<file path="config.mk">
export PLATFORM = sky130hd
export DESIGN_NAME = sa_autosa_pdp_pool1d
export DESIGN_NICKNAME = d
export VERILOG_FILES = /design/src/rtl/sa_autosa_pdp_pool1d.sv
export SDC_FILE = /design/constraint.sdc
export NUM_CORES = 1
export LEC_CHECK = 0
export BUFFER_PORTS_ARGS = -buffer_cell sky130_fd_sc_hd__buf_4
export CORE_MARGIN = 2
export CORE_UTILIZATION = 61
export CTS_BUF_LIST = sky130_fd_sc_hd__clkbuf_8
export DETAILED_ROUTE_END_ITERATION = 16
export HOLD_SLACK_MARGIN = 0.05
export PLACE_DENSITY = 0.83
export SLEW_MARGIN = 20
export SYNTH_ARGS = -nofsm -noshare
export SYNTH_HDL_FRONTEND = slang
export SYNTH_SLANG_ARGS = --single-unit
</file>
<file path="constraint.sdc">
create_clock -name autosa_core_clk -period 3.6 [get_ports autosa_core_clk]
set_input_delay 0.72 -clock autosa_core_clk [delete_from_list [all_inputs] [get_ports autosa_core_clk]]
set_output_delay 0.72 -clock autosa_core_clk [all_outputs]
set_load 0.01 [all_outputs]
</file>
<file path="src/rtl/sa_autosa_pdp_pool1d.sv">
// sa_autosa_pdp_pool1d: streaming 1-D max/sum pooling over non-overlapping windows within a line,
// one widened result per window, with a done pulse per configured surface.
module sa_autosa_pdp_pool1d #(
    parameter int DW = 8,
    parameter int KW = 3,
    parameter int CW = 13
) (
    input  logic          autosa_core_clk,
    input  logic          autosa_core_rst,
    input  logic          op_en,
    input  logic          cfg_pool_mode,
    input  logic [KW-1:0] cfg_kernel,
    input  logic [CW-1:0] cfg_width,
    input  logic [CW-1:0] cfg_height,
    input  logic          sdp2pdp_valid,
    output logic          sdp2pdp_ready,
    input  logic [DW-1:0] sdp2pdp_pd,
    output logic          pool_valid,
    input  logic          pool_ready,
    output logic [DW+2:0] pool_pd,
    output logic          pool_last,
    output logic          pdp_busy,
    output logic          pdp2glb_done_intr
);
    typedef enum logic [1:0] {IDLE, RUN, DONE} state_t;
    state_t state;
    logic mode;
    logic [KW-1:0] kern, win_cnt;
    logic [CW-1:0] width, height, col_cnt, row_cnt;
    logic signed [DW+2:0] acc, x_ext, comb;
    logic accept, line_end, close;
    // once the final result is latched the input side stays closed until the surface completes
    assign sdp2pdp_ready = state == RUN && !(pool_valid && pool_last) && (!pool_valid || pool_ready);
    assign accept = sdp2pdp_ready && sdp2pdp_valid;
    assign line_end = col_cnt == width;
    assign close = win_cnt == kern || line_end;
    always_comb begin
        x_ext = {{3{sdp2pdp_pd[DW-1]}}, sdp2pdp_pd};
        comb = win_cnt == '0 ? x_ext : mode ? acc + x_ext : (x_ext > acc ? x_ext : acc);
    end
    always_ff @(posedge autosa_core_clk or posedge autosa_core_rst) begin
        if (autosa_core_rst) begin
            state <= IDLE;
            mode <= 1'b0;
            kern <= '0;
            width <= '0;
            height <= '0;
            win_cnt <= '0;
            col_cnt <= '0;
            row_cnt <= '0;
            acc <= '0;
            pool_valid <= 1'b0;
            pool_pd <= '0;
            pool_last <= 1'b0;
            pdp_busy <= 1'b0;
            pdp2glb_done_intr <= 1'b0;
        end else begin
            case (state)
                IDLE: if (op_en) begin
                    state <= RUN;
                    mode <= cfg_pool_mode;
                    kern <= cfg_kernel;
                    width <= cfg_width;
                    height <= cfg_height;
                    win_cnt <= '0;
                    col_cnt <= '0;
                    row_cnt <= '0;
                    pool_last <= 1'b0;
                    pdp_busy <= 1'b1;
                end
                RUN: begin
                    if (pool_valid && pool_ready) begin
                        pool_valid <= 1'b0;
                        if (pool_last) begin
                            state <= DONE;
                            pdp2glb_done_intr <= 1'b1;
                        end
                    end
                    if (accept) begin
                        acc <= comb;
                        win_cnt <= close ? '0 : win_cnt + 1'b1;
                        col_cnt <= line_end ? '0 : col_cnt + 1'b1;
                        row_cnt <= line_end ? row_cnt + 1'b1 : row_cnt;
                        if (close) begin
                            pool_pd <= comb;
                            pool_valid <= 1'b1;
                            pool_last <= line_end && row_cnt == height;
                        end
                    end
                end
                DONE: begin
                    state <= IDLE;
                    pdp2glb_done_intr <= 1'b0;
                    pdp_busy <= 1'b0;
                end
                default: state <= IDLE;
            endcase
        end
    end
endmodule

</file>
* Word level (Yosys, flattened, before mapping)
Cells that the tools add are included.
** Storage, ports and cells
- Bits in registers :: 87
- Output and inout bits :: 16
- Word-level logic and storage cells :: 84
- Input port bits :: 43
** Cells by class
- Eq/ne operators :: 11
- Magnitude comparators :: 1
- Mux-type cells :: 30
- Reduce and logical (&&, ||, !) cells :: 24
- $add $sub $neg :: 4
** Operator list (number)
- 13-bit 2-to-1 mux :: 5
- 13-bit case mux with 2 select lines :: 2
- 11-bit 2-to-1 mux :: 3
- 13-bit by 1-bit adder with 13-bit output, second input constant :: 2
- 13-bit == test :: 2
- 3-bit AND reduction :: 4
- 11-bit by 8-bit adder with 11-bit output :: 1
- 8-bit by 11-bit > comparator with 1-bit output :: 1
- 2-bit != test, second input constant :: 5
- 1-bit 2-to-1 mux :: 9
- 3-bit 2-to-1 mux :: 3
- 4-bit AND reduction :: 2
- 1-bit logical AND :: 6
- 2-bit 2-to-1 mux :: 3
- 1-bit case mux with 2 select lines :: 3
- 3-bit case mux with 2 select lines :: 1
- 2-bit AND reduction :: 3
- 2-bit nonzero test :: 3
- 2-bit case mux with 2 select lines :: 1
- 3-bit by 1-bit adder with 3-bit output, second input constant :: 1
- 3-bit == test :: 1
- 3-bit zero test :: 1
- 2-bit by 1-bit == test with 1-bit output, second input constant :: 1
- 2-bit == test, second input constant :: 1
- other kinds (4) :: 6

* Longest topological paths before layout
- Word-level depth :: 7
- Depth in mapped cells :: 10
- Gate-level depth less buffers :: 10

* Worst setup path after synthesis
OpenSTA, ideal clock, no wires.
- Path type :: in2reg
- From :: input sdp2pdp_pd[0]
- To :: register acc[8]
- Stages :: 10
- Buffers on the path :: 0
- Data required time :: 3.489 ns
- Setup slack :: 1.058 ns
- Data arrival time :: 2.431 ns
- Setup time :: 0.111 ns
- Cell sequence :: ha_1 inv_1 fa_1 o21ba_2 nor4_1 nor3_1 a21oi_1 xnor2_1 nor2_1 a222oi_1
** On the way
- Cells in the longest elaborated chain, start to end :: 4
- Elaborated cells on any way between the ends :: 5
- Those cells by class :: 1 x add/sub; 1 x order compare; 3 x mux
** Ends and longest elaborated chain
- start: declaration :: RTL line 17 : input logic [DW-1:0] sdp2pdp_pd,
- 8-bit by 11-bit > comparator with 1-bit output :: RTL line 39 : comb = win_cnt == '0 ? x_ext : mode ? acc + x_ext : (x_ext > acc ? x_ext : acc);
- 11-bit 2-to-1 mux :: RTL line 39
- 11-bit 2-to-1 mux * (2 in a row) :: RTL line 39
- end signal: assignment :: RTL line 80 : acc <= comb;
- end: declaration :: RTL line 30 : logic signed [DW+2:0] acc, x_ext, comb;
Mark *: on every way between the ends. The rest lies on a longest branch, timed or not.
A chain may end at the register's enable or synchronous reset.

* Worst setup path after layout
- From :: input sdp2pdp_pd[4]
- To :: register acc[8]
The elaborated chain is that of the path after synthesis.

==> flow_metrics.env <==
export IMPL_status="completed"
export IMPL_p_int_uw=2474
export IMPL_fin_tns_setup_ps=0
export IMPL_yosysSeqAreaShare_pct=44.02
export IMPL_mostFrequentLayoutCells="dfrtp_1 (87), buf_4 (64), nor2_1 (54)"
export IMPL_crit_fanout=9
export IMPL_cts_hold_buf=0
export IMPL_wl_met2_um=5425
export IMPL_cts_clk_slew_worst_paths_ps=90
export IMPL_maxCapViolCount=0
export IMPL_pre_cts_ws_ps=525.8
export IMPL_dieHeight_um=94.05
export IMPL_synth_seq_cells=87
export IMPL_finalClockSkew_ps=10.51
export IMPL_ant_nets=0
export IMPL_period_share_pct=75.98
export IMPL_grt_start_max_net_pins=45
export IMPL_final_setup_worst_slack_ps=864.8
export IMPL_areaGrowthSynthToFinish_pct=15.20
export IMPL_cp_start_kind="primary input"
export IMPL_rrSetupSlack_ps=870
export IMPL_synth_compound_area_share_pct=12.55
export IMPL_slew_viol_final=0
export IMPL_crit_type="in -> reg"
export IMPL_antenna_found_initial=0
export IMPL_worst_pin_slew_ps=748.6
export IMPL_grt_pass1_vias=3856
export IMPL_setup_viol_count_final=0
export IMPL_gp_congestion=0.8856
export IMPL_power_density_mw_per_mm2=730.7
export IMPL_period_needed_ps=2735
export IMPL_layout_commonest_cell="dfrtp_1"
export IMPL_pwr_share_seq_pct=38.2
export IMPL_cts_path_max_buffers=2
export IMPL_worstReg2RegEnd="acc[8]"
export IMPL_yosys_top_cells_area="dfrtp_1 (44%), xor2_1 (7.8%), mux2_2 (7.1%)"
export IMPL_total_leakage_power_uw=0.002652
export IMPL_synth_cells=503
export IMPL_crit_reg2reg_launch="acc[4]"
export IMPL_synth_xor_area_share_pct=10.09
export IMPL_drc=0
export IMPL_power_switching_uw=1689
export IMPL_synth_mux_area_share_pct=7.260
export IMPL_syn_area_mm2=0.004946
export IMPL_synthAdderAreaFrac_pct=6.729
export IMPL_n_antenna_cell=0
export IMPL_cts_setup_buffers=0
export IMPL_clock_root_buffer="clkbuf_8"
export IMPL_avgSynthCellArea_um2=9.833
export IMPL_die_w_um=94.05
export IMPL_io_buffers=58
export IMPL_synth_edf_count=0
export IMPL_initial_core_util_pct=63.35
export IMPL_ios=59
export IMPL_rsz0062_at_grt="false"
export IMPL_yosysWarnings=0
export IMPL_synth_top_area_share_pct=44.02
export IMPL_max_slew_margin_pct=49.99
export IMPL_m1WireLength_um=5072
export IMPL_vias=3945
export IMPL_hold_viol=0
export IMPL_clkLatencyLatePin_ps=360
export IMPL_rows=32
export IMPL_grt_ovfl_total=0
export IMPL_yosys_most_used_dff="dfrtp_1"
export IMPL_fin_nets=631
export IMPL_peakVddDrop_mv=0.3252
export IMPL_drt_iter0_drc=276
export IMPL_yosysTopAreaCell="dfrtp_1"
export IMPL_synth_simple_gate_area_share_pct=15.61
export IMPL_clockPowerShare_pct=17.7
export IMPL_swShare_pct=40.57
export IMPL_final_layout_size_suffix_gt1_share_pct=20.99
export IMPL_ctsHtreeMaxLevel=3
export IMPL_numCtsBuffers=9
export IMPL_rr_worst_depth=9
export IMPL_drt_wirelength_per_cell_um=16.91
export IMPL_max_freq_mhz=365.6
export IMPL_tritoncts="done"
export IMPL_grt_pass1_wl_um=18570
export IMPL_synth_nets=572
export IMPL_dr_max_layer_used="met4"
export IMPL_cts_resized=0
export IMPL_fp_dieArea_mm2=0.008844
export IMPL_worstPathArrival_ps=2990
export IMPL_vias_per_cell=5.897
export IMPL_cp_required_ps=3850
export IMPL_combPwrFrac_pct=44.1
export IMPL_hold_class="in -> async"
export IMPL_synth_cell_types=53
export IMPL_async_flop_share_pct=100.0
export IMPL_coreArea_mm2=0.007807
export IMPL_clkSinkCount=87
export IMPL_synth_top_family_by_area="simple AND/OR/NAND/NOR gates"
export IMPL_hpwl_um=8373
export IMPL_grt_util_all_layers_pct=27.20
export IMPL_dr_pass1_iters=5
export IMPL_totalWireLength_um=11310
export IMPL_critical_path_endpoint_type="flip-flop"
export IMPL_wl_met3_um=588
-- critical path, cell delays in order --
cell,delay [ps]
buf_4,120
ha_1,430
a211oi_1,120
o21ai_0,190
o211ai_1,160
a211o_1,460
nand2_1,290
nand2_1,230
a222oi_1,260
-- area by class of cell --
type	count	area (um2)
clock buffer	11	151.4
clock inverter	5	63.81
fill	625	2110
inverter	28	106.4
multi-input combinational	372	2591
sequential	87	2177
tap	102	127.6
timing repair buffer	64	480.5
-- registers in the layout, indices dropped and copies added (netlist names), 2 cells and up --
name,count
col_cnt,13
kern,3
width,13
acc,11
state,2
row_cnt,13
pool_pd,11
height,13
win_cnt,3
-- layer usage --
layer / vias to the layer above / global-route usage [%]
met5: - / 0
met4: 0 / 9.903
met3: 24 / 4.173
met2: 131 / 43.93
met1: 1908 / 37.35
li1: 1882 / -
-- how the worst max path moves through the flow --
| stage | slack (ps) | cells after the start | endpoint | startpoint |
|---|---|---|---|---|
| 6_report | 860 | 9 | acc[8] | sdp2pdp_pd[4] |
| 5_1_grt | 670 | 9 | acc[8] | acc[4] |
| 4_1_cts | 880 | 9 | acc[8] | acc[4] |
| 3_5_place_dp | 530 | 9 | acc[8] | sdp2pdp_pd[4] |
| 3_3_place_gp | 530 | 9 | acc[8] | sdp2pdp_pd[4] |
| 2_1_floorplan | 630 | 1 | acc[0] | autosa_core_rst |
-- metrics by stage --
| stage | cell area [um2] | utilization, % | hold WS (ps) | instances | power, uW |
|---|---|---|---|---|---|
| 2_1_floorplan | 4946 | - | 442.8 | 503 | 2862 |
| 4_1_cts | 5698 | 72.98 | 475.2 | 669 | 4156 |
| 5_1_grt | 5698 | 72.98 | 509.3 | 669 | 4454 |
| 3_3_place_gp | 5483 | 70.22 | 464.8 | 653 | 3347 |
| 3_5_place_dp | 5483 | 70.22 | 471.2 | 653 | 3409 |
| 6_report | 5698 | 72.98 | 445.8 | 669 | 4163 |
-- cell usage after synthesis (5+ instances only) --
cell type,number
xor2_1,44
nor2_1,54
mux2_2,31
nand2_1,37
a22oi_1,9
nand4_1,14
o211ai_1,6
clkbuf_1,5
nor4_1,6
xnor2_1,13
nand2b_1,6
a21oi_1,16
ha_1,25
nand3_1,13
dfrtp_1,87
o21ai_0,33
nor2b_1,5
inv_1,28
nor3_1,9
and3_1,6
-- power groups by stage --
stage	Clock [uW]	Combinational (uW)	Sequential [uW]
4_1_cts	743	1820	1590
5_1_grt	791	2020	1640
3_3_place_gp	0	1760	1590
2_1_floorplan	0	1320	1540
3_5_place_dp	0	1800	1610
6_report	736	1840	1590
-- logic make-up after synthesis --
kind of cell	after synthesis
buffers and inverters	44
DFF	87
muxes	32
xor gates and xnor gates	57
and+or+nand+nor	162
adders and majority gates	26
AOI/OAI and AO/OA	95
No activity file was read; power rests on OpenSTA's default activity.
